`src/rtl/x2050_panel_exec.sv`:
```
// Operator-panel function executor for the 2050: one storage access, IC load,
// or step/repeat pulse per button press.
module x2050_panel_exec #(
  parameter int unsigned TIMEOUT = 255,
  parameter int unsigned AW      = 24
) (
  input  logic          i_clk,
  input  logic          i_reset,
  input  logic [3:0]    i_oppanel,
  input  logic [AW-1:0] i_addr_sw,
  input  logic [31:0]   i_data_sw,
  input  logic          i_mem_ack,
  input  logic [31:0]   i_mem_rdata,
  output logic          o_mem_req,
  output logic          o_mem_we,
  output logic [1:0]    o_mem_sel,
  output logic [AW-1:0] o_mem_addr,
  output logic [31:0]   o_mem_wdata,
  output logic [31:0]   o_display,
  output logic [AW-1:0] o_ic,
  output logic          o_ic_load,
  output logic          o_step,
  output logic          o_repeat,
  output logic          o_busy,
  output logic          o_err
);

  typedef enum logic [1:0] {IDLE, SETUP, REQ, DONE} state_t;

  state_t        state, state_nxt;
  logic          arm;
  logic [3:0]    fn;
  logic [3:0]    last_fn;
  logic [AW-1:0] addr;
  logic [AW-1:0] addr_step;
  logic [7:0]    tcnt;
  logic          start;
  logic          timeout_hit;

  assign start       = (state == IDLE) && arm && (i_oppanel != 4'b0000);
  assign timeout_hit = (state == REQ) && !i_mem_ack && (tcnt == 8'(TIMEOUT - 1));
  assign o_mem_req   = (state == REQ);
  assign o_busy      = (state != IDLE);

  always_comb begin
    state_nxt = state;
    case (state)
      IDLE:  if (start && i_oppanel[3]) state_nxt = SETUP;
      SETUP: state_nxt = REQ;
      REQ: begin
        if (i_mem_ack)        state_nxt = DONE;
        else if (timeout_hit) state_nxt = IDLE;
      end
      DONE:  state_nxt = IDLE;
      default: state_nxt = IDLE;
    endcase
  end

  always_comb begin
    case (fn[2:1])
      2'b00:   addr_step = AW'(4);
      2'b01:   addr_step = AW'(2048);
      default: addr_step = AW'(1);
    endcase
  end

  // Address is held unmasked so auto-increment works in the target's own units.
  always_comb begin
    case (o_mem_sel)
      2'b01:   o_mem_addr = addr & ~AW'(2047);
      2'b10:   o_mem_addr = AW'(addr[5:0]);
      default: o_mem_addr = addr & ~AW'(3);
    endcase
  end

  always_ff @(posedge i_clk) begin
    if (i_reset) begin
      state       <= IDLE;
      arm         <= 1'b1;
      fn          <= '0;
      last_fn     <= '0;
      addr        <= '0;
      tcnt        <= '0;
      o_mem_we    <= 1'b0;
      o_mem_sel   <= '0;
      o_mem_wdata <= '0;
      o_display   <= '0;
      o_ic        <= '0;
      o_ic_load   <= 1'b0;
      o_step      <= 1'b0;
      o_repeat    <= 1'b0;
      o_err       <= 1'b0;
    end else begin
      state     <= state_nxt;
      o_ic_load <= 1'b0;
      o_step    <= 1'b0;
      o_repeat  <= 1'b0;

      if (start) begin
        arm <= 1'b0;
        case (i_oppanel)
          4'b0001: begin
            o_step  <= 1'b1;
            last_fn <= '0;
          end
          4'b0010: begin
            o_ic      <= {i_addr_sw[AW-1:1], 1'b0};
            o_ic_load <= 1'b1;
            last_fn   <= '0;
          end
          4'b0011: begin
            o_repeat <= 1'b1;
            last_fn  <= '0;
          end
          default: if (i_oppanel[3]) fn <= i_oppanel;
        endcase
      end else if (i_oppanel == 4'b0000) begin
        arm <= 1'b1;
      end

      if (state == SETUP) begin
        addr        <= (fn == last_fn) ? addr + addr_step : i_addr_sw;
        last_fn     <= fn;
        o_mem_we    <= fn[0];
        o_mem_sel   <= fn[2:1];
        o_mem_wdata <= i_data_sw;
        tcnt        <= '0;
      end

      if (state == REQ) begin
        if (i_mem_ack) begin
          o_display <= fn[0] ? o_mem_wdata : i_mem_rdata;
          o_err     <= 1'b0;
        end else if (timeout_hit) begin
          o_err <= 1'b1;
        end else begin
          tcnt <= tcnt + 8'd1;
        end
      end
    end
  end

endmodule

```
`config.mk`:
```
export PLATFORM = sky130hd
export DESIGN_NAME = x2050_panel_exec
export DESIGN_NICKNAME = d
export VERILOG_FILES = /design/src/rtl/x2050_panel_exec.sv
export SDC_FILE = /design/constraint.sdc
export NUM_CORES = 1
export LEC_CHECK = 0
export ABC_AREA = 0
export CORE_MARGIN = 1.5
export CORE_UTILIZATION = 30
export CTS_BUF_LIST = sky130_fd_sc_hd__clkbuf_8
export DETAILED_ROUTE_END_ITERATION = 7
export MAX_ROUTING_LAYER = met4
export SETUP_SLACK_MARGIN = 0.1
export SLEW_MARGIN = 20
export SYNTH_ARGS = -nofsm -noshare
export SYNTH_HDL_FRONTEND = slang
export SYNTH_SLANG_ARGS = --single-unit
```
`constraint.sdc`:
```
create_clock -name i_clk -period 1.8 [get_ports i_clk]
set_input_delay 0.36 -clock i_clk [delete_from_list [all_inputs] [get_ports i_clk]]
set_output_delay 0.36 -clock i_clk [all_outputs]
set_load 0.05 [all_outputs]
```
**Yosys cells after proc, flatten, opt, wreduce, memory -nomap -nowiden**

Cells that the tools add are included.

- Muxes and demuxes: 22
- Reduce and logical (&&, ||, !) cells: 23
- Bitwise gates (word level): 2
- $add $sub $neg: 2
- Eq/ne operators: 13

Operators with widths:

| operator | number |
|---|---|
| one-hot mux 24 bit (2 select lines) | 1 |
| two-way mux 32 bit | 1 |
| two-way mux 8 bit | 4 |
| adder 24 bit | 1 |
| two-way mux 24 bit | 1 |
| one-hot mux 12 bit (2 select lines) | 1 |
| two-way mux 4 bit | 3 |
| AND reduction 2 bit | 5 |
| nonzero test 2 bit | 5 |
| adder 8 x 1 -> 8 bit (second input constant) | 1 |
| equality test 4 x 2 -> 1 bit (second input constant) | 2 |
| equality test 8 bit (second input constant) | 1 |
| one-hot mux 2 bit (4 select lines) | 1 |
| two-way mux 1 bit | 7 |
| equality test 2 x 1 -> 1 bit (second input constant) | 3 |
| equality test 2 bit (second input constant) | 3 |
| two-way mux 2 bit | 3 |
| logical AND 1 bit | 5 |
| equality test 4 x 1 -> 1 bit (second input constant) | 1 |
| equality test 4 bit | 1 |
| logical NOT 2 bit | 2 |
| logical NOT 4 bit | 1 |
| nonzero test 4 bit | 1 |
| != test 3 x 2 -> 1 bit (second input constant) | 1 |
| other kinds (6) | 7 |

- Register bits after elaboration: 137
- Input bits: 95
- Logic and storage cells: 77
- Output and inout bits: 121

**Longest topological paths before layout**

- Depth in word-level cells: 6
- Depth in mapped cells: 9

**Least setup slack after synthesis**

Ideal clock, no wire load.

- Path kind: register to output
- From: register o_mem_sel[0]
- To: output o_mem_addr[11]
- Data arrival time: 2089 ps
- Cell stages (with the launch flop): 6
- Slack: -649 ps
- Data required time: 1440 ps
- Buffers on the path: 1
- Cell sequence: dfxtp_1 inv_1 ha_1 nor2_1 clkbuf_1 nor2b_1

- Cells in the longest elaborated chain, start to end: 2

Ends and longest elaborated chain:

| item | line | RTL |
|---|---|---|
| start: declaration | 16 | `output logic [1:0] o_mem_sel,` |
| start signal: assignment | 125 | `o_mem_sel <= fn[2:1];` |
| equality test 2 bit or equality test 2 x 1 -> 1 bit (tied branches) | 69 | `case (o_mem_sel)` |
| one-hot mux 24 bit (2 select lines) (*) | 69 |  |
| end: declaration | 17 | `output logic [AW-1:0] o_mem_addr,` |

Every way passes the cells marked *; elsewhere a longest branch is shown, timed or not.

**Final worst setup path**

- From: register o_mem_sel[0]
- To: output o_mem_addr[19]

The elaborated chain is that of the path after synthesis.

==> summary.md <==
| Metric | Value |
|---|---|
| Vias | 6230 |
| # diodes | 0 |
| Cell leakage power | 3.75 nW |
| Final hold violation count | 0 |
| Detailed Place HPWL | 13500 um |
| First-pass GRT wire length | 32300 um |
| Hold Buf Count CTS | 0 |
| Pin count of the biggest net entering global routing | 50 |
| Setup Skew | 0.0203 ns |
| Worst slew pin tran | 0.626 ns |
| Mux cell area share after synthesis | 0.0602 |
| Violated checks | setup timing |
| Largest area contributor in the netlist | dfxtp_1 |
| Synth top area cells | dfxtp_1, nand2_1, a21oi_1 |
| Synthesized area per cell | 8.25 sq um |
| Vias/cell | 4.87 |
| Vias in the first global route | 5988 |
| Final setup viols | 29 |
| Final worst slack | -0.217 ns |
| Synth top cells by count | nand2_1, dfxtp_1, a21oi_1 |
| Critical path capture point type | output port |
| Post-Syn Nets | 854 |
| Worst hold path startpoint | i_reset |
| Root buf cell | clkbuf_8 |
| Routed len/inst | 16.3 um |
| Slew Viols, Final | 0 |
| #FFs+latches synth | 137 |
| Most repeated cell in the gate-level netlist after synthesis | nand2_1 |
| Xor/xnor share of the synthesized area | 0.0127 |
| Initial antenna violation count | 0 |
| Initial core utilization | 0.306 |
| Worst reg2reg startpoint | fn[1] |
| Worst hold-check path type | in -> reg |
| Synth Instances | 751 |
| RSZ-0062 raised after global routing | yes |
| Number of H-tree levels | 4 |
| DR pass1 iterations | 4 |
| Req. time, crit path | 1.44 ns |
| Layout Area Growth over Synthesis | 65.9% |
| Netlist Area Pre-Place | 6190 sq um |
| Status | finished, violations left |
| Port Buffer Count | 214 |
| Post-place setup slack | -0.218 ns |
| Yosys top cell area share | 0.443 |
| Compound-Gate Fraction of Synth Area | 0.189 |
| Max frequency | 0.496 GHz |
| Placer congestion estimate | 0.812 |
| MaxCap Viol Count | 0 |
| Clk sinks | 137 |
| Ports | 216 |
| Crit start category | register |
| Asr flop ratio synth | 0 |
| WS Path Type | reg -> out |
| Clock Pin Slew Worst Setup and Hold Paths | 0.09 ns |
| Number of remaining DRC errors | 0 |
| Largest family of logic cells by synthesized area | simple AND/OR/NAND/NOR gates |
| Sequential cell area fraction in the yosys report | 0.443 |
| Post-synth EDFFs | 0 |
| Slew HR | 0.583 |
| Tcrit/Tclk final | 1.12 |
| Drt initial violations | 359 |
| Total power | 0.00838 W |
| Core region area | 20200 sq um |
| Crit path launch | o_mem_sel[0] |
| Post-Synth Adder-Cell Area | 0.0162 |
| Worst vdd ir | 0.000495 V |
| Critical-path maximum fanout | 13 |
| Share of cells above drive strength 1 | 0.345 |
| CTS Buf Count | 17 |
| Simple-Gate Fraction of Synth Area | 0.225 |
| Die width | 147 um |
| Synth Warn # | 0 |
| Main flop type after synthesis | dfxtp_1 |
| Rows | 52 |
| Cell variety after synth | 63 |
| Crit path arrival time | 1.66 ns |
| Die area | 21500 sq um |
| Nets@finish | 1100 |
| Final WL | 20900 um |
| Gr usage total | 0.195 |
| Power per cell area | 816 nW/um^2 |
| Die H | 147 um |
| Worst skew pair latency | 0.46 ns |
| Clock Path Buffers | 2 |
| ANT nets after route | 0 |
| CTS tree | done |
| Congestion Overflow GR | 0 |
| Fin crit period | 2.02 ns |
[worst paths after layout]
| check | endpoint | slack, ns | depth (start not counted) |
|---|---|---|---|
| worst max-delay path | o_mem_addr[19] | -0.22 | 6 |
| worst min-delay path | state[0] | 0.37 | 2 |
| worst max register to register | addr[17] | -0.10 | 9 |
| worst min register to register | o_ic[13] | 0.46 | 2 |
[state kept, by name (all words and copies together), names as in the netlist, 2 cells and up]
signal       count
o_display       32
last_fn          4
fn               4
o_mem_wdata     32
o_mem_sel        2
addr            24
state            2
o_ic            23
tcnt             8
[timing repair]
action | CTS | global route
buffers inserted | 12 | 12
pin swaps | 42 | 43
gates resized for setup | 71 | 82
gates cloned | 8 | 0
setup endpoints to repair | 44 | 53
[area by class of cell]
cell class / count / area [sq um]
sequential: 137 / 2760
clock buffer: 17 / 234
fill: 1881 / 9960
tap: 270 / 338
timing repair buffer: 288 / 2940
clock inverter: 15 / 144
inverter: 12 / 45.0
multi-input combinational: 541 / 3800
[kinds of logic (layout without fill, tap and decap cells)]
family                   count (synthesis)  after routing
other                                    1              1
AO/OA/AOI/OAI                          175            175
AND/OR/NAND/NOR                        311            311
adder cells (fa/ha/maj)                  8              8
flip-flops                             137            137
multiplexers                            37             37
XOR/XNOR                                 9              9
buffers and inverters                   73            332
[power breakdown]
| part | switching (W) | internal [W] |
|---|---|---|
| combinational | 0.00139 | 0.00120 |
| sequential | 0.000118 | 0.00317 |
| clock | 0.00146 | 0.00104 |
| total | 0.00297 | 0.00541 |
[critical path, stage by stage, from the launching register on]
cell and delay (ns):
dfxtp_4 0.36, inv_2 0.04, ha_4 0.29, nor2_4 0.05
buf_12 0.16, nor2b_4 0.12, buf_6 0.16
[stage by stage]
stage | setup TNS [ns] | cells | hold WS [ns] | cell area, sq um | utilization
6_report | -4.26 | 1280 | 0.371 | 10300 | 0.508
5_1_grt | -6.63 | 1280 | 0.385 | 10300 | 0.508
4_1_cts | -4.65 | 1271 | 0.334 | 9900 | 0.489
3_5_place_dp | -1.88 | 1221 | 0.449 | 8860 | 0.438
3_3_place_gp | -1.37 | 1221 | 0.444 | 8860 | 0.438
2_1_floorplan | -0.00148 | 751 | 0.437 | 6390 | -
[routing by layer]
| layer | wire (um) | vias up | global-route usage |
|---|---|---|---|
| met3 | 1080 | 23 | 0.0388 |
| met1 | 9230 | 2908 | 0.243 |
| li1 | - | 3124 | - |
| met2 | 10300 | 175 | 0.321 |
| met5 | 0 | - | - |
| met4 | 274 | 0 | 0.0551 |
[placed cells by master (no fill, tap or decap), drive strengths merged, types with 2 or more instances in the layout]
master,count
buf,195
nand2,145
dfxtp,137
clkdlybuf4s50,93
a21oi,84
nor2,69
a211oi,36
mux2i,35
nor3,28
inv,24
clkbuf,17
nor2b,16
nand3,14
o21ai,11
and2,9
ha,8
nand4,6
xnor2,6
a311oi,6
o21a,5
and3,5
nor4,4
and4,4
a31oi,4
xor2,3
a41oi,3
o22ai,3
o31ai,3
o32ai,3
a21o,2
a221oi,2
a211o,2
nand3b,2
clkinvlp,2
or2,2
nand2b,2
a41o,2
o311ai,2
mux2,2
Note: power is estimated with default switching activity, not from simulation.
==> variant (config.mk and constraints unchanged) <==
Make the reset (`i_reset`) asynchronous in one clocked block.
--- a/src/rtl/x2050_panel_exec.sv
+++ b/src/rtl/x2050_panel_exec.sv
@@ -75,3 +75,3 @@
 
-  always_ff @(posedge i_clk) begin
+  always_ff @(posedge i_clk or posedge i_reset) begin
     if (i_reset) begin
Function: differs if i_reset is asserted again (counterexample within 4 cycles, from zero or initial values and one cycle with i_reset high); with i_reset held inactive, the same outputs for 10 cycles.
==> variant against the unedited design <==
The run still ends with setup timing left; sequential cell count unchanged; routed wire length is 4.9% lower; worst setup slack worse by 0.076 ns; design area up 3.1%; synthesized area rose by 4.3%; hold slack gained 0.022 ns.
Power is not compared: it rests on default switching activity, and its combinational part moved more than twofold at a synthesized area within 25%.
==> variant: results (changes against the unedited design) <==
metric,value,unit,change
reg2reg_setup_slack,-0.12,ns,-0.02 ns
synthDistinctLibCells,49,,-22%
final_layout_size_suffix_gt1_share,39.3,%,+4.8 points
worst_ep_arrival_time,1.73,ns,+0.07 ns
power,0.0233,W,
drt-vias-per-instance,4.71,,-3.2%
crit_path_top_delay_cell,dfrtp_2,,
synth_common_cells,"160 x nand2_1, 136 x dfrtp_1, 46 x o21ai_0",,
status,"finished, violations left",,
nNetsFinal,1027,,-6.6%
ys_warn_count,0,,unchanged
violations,setup timing,,
hp-class,in2async,,
clockRootBuffer,clkbuf_8,,
wirelength,19900,um,-4.9%
tns,-6.71,ns,-2.45 ns
first_global_vias,5680,,-5.1%
ys_seq_area_share,53.1,%,+8.8 points
top_regs,"o_display (32), o_mem_wdata (32), addr (24)",,
synth_flop_cell,dfrtp_1,,
place_congestion,0.769,,-5.4%
setup-violations-final,45,,+55%
dr.pass1.iters,4,,unchanged
critPathLaunch,o_mem_sel[0]$_DFFE_PP0P_,,
nFillCells,1942,,+3.2%
grt_pass1_wl,31400,um,-2.9%
worst_clock_skew,0.0155,ns,-0.00481 ns
track_usage,18.6,%,-0.88 points
grt_max_degree,72,,+44%
r2r_cells,10,,+1
r2r-end,addr[20]$_DFFE_PP0P_,,
cp_max_fo,4,,-9
syn-num-nets,755,,-12%
cts.reportedPaths.clkPinSlew,0.08,ns,
ys_top_cells_by_area,"dfrtp_1 53%, nand2_1 9.3%, mux2i_1 6.4%, mux2_2 4.7%, o21ai_0 3.6%",,
drt_iter0_drc,211,,-41%
cp_top_family,buffers and inverters,,
worstSetupEndpoint,o_mem_addr[3],,
layout_setup_ws,-0.294,ns,-0.0761 ns
p_leak,4.94,nW,
dp_hpwl,13100,um,-3.0%
r2r-start,fn[2]$_DFFE_PP0P_,,
async_reset_ff_share,100,%,+100 points
critPathKind,reg2out,,
max_stage_delay,0.39,ns,+0.03 ns
cts_buffer_depth,2,,unchanged
max-slew-margin-rel,55.2,%,-3.1 points
-- variant: cell types whose count changed in the layout (fill, tap and decap cells not counted), moves of 15 or more --
cell      before  now
a211oi_1      35    0
a21oi_1       76   16
dfrtp_1        0  131
dfxtp_1      130    0
mux2_2         1   27
nand2_1      139  154
nor2_1        55   18
nor3_1        18    0
o21ai_0        1   36
-- variant: cells by family (layout without fill, tap and decap cells) --
logic type,count (synthesis),count (layout),synth area share [%]
AO/OA/AOI/OAI,116,116,11.1
XOR/XNOR,8,8,1.08
adder cells (fa/ha/maj),8,8,1.55
buffers and inverters,50,335,3.39
flip-flops,137,137,53.1
multiplexers,68,68,11.1
other,1,1,0.0581
AND/OR/NAND/NOR,264,264,18.7
-- variant: repair_timing --
item                                    CTS  global route
setup buffers                            20             7
pin swaps                                38            30
endpoints found under the setup margin   51            53
gates resized for setup                  76            44
gates cloned                              8             0
-- variant: metal layers --
metal | global-route usage [%] | up-vias | part of all wire [%]
met4 | 4.41 | 0 | 1.2
met5 | - | - | 0
met1 | 24.4 | 2777 | 46
met2 | 29.7 | 130 | 48
li1 | - | 2787 | -
met3 | 3.75 | 18 | 4.4
-- variant: final cells by class --
class | instances | share of cell area [%]
inverters | 8 | 0.354
repair buffers | 295 | 28.1
multi-input cells | 465 | 31.9
clock buffers | 18 | 2.34
flip-flops and latches | 137 | 32.4
clock inverters | 14 | 1.64
well taps | 275 | 3.25
-- variant: stage by stage --
step	std cells	hold slack, ns	worst slack, ns	area (sq um)
6_report	1212	0.393	-0.294	10600
3_5_place_dp	1150	0.464	-0.229	9290
4_1_cts	1210	0.392	-0.352	10400
5_1_grt	1212	0.415	-0.372	10600
3_3_place_gp	1150	0.460	-0.172	9290
2_1_floorplan	652	0.421	-0.414	6700
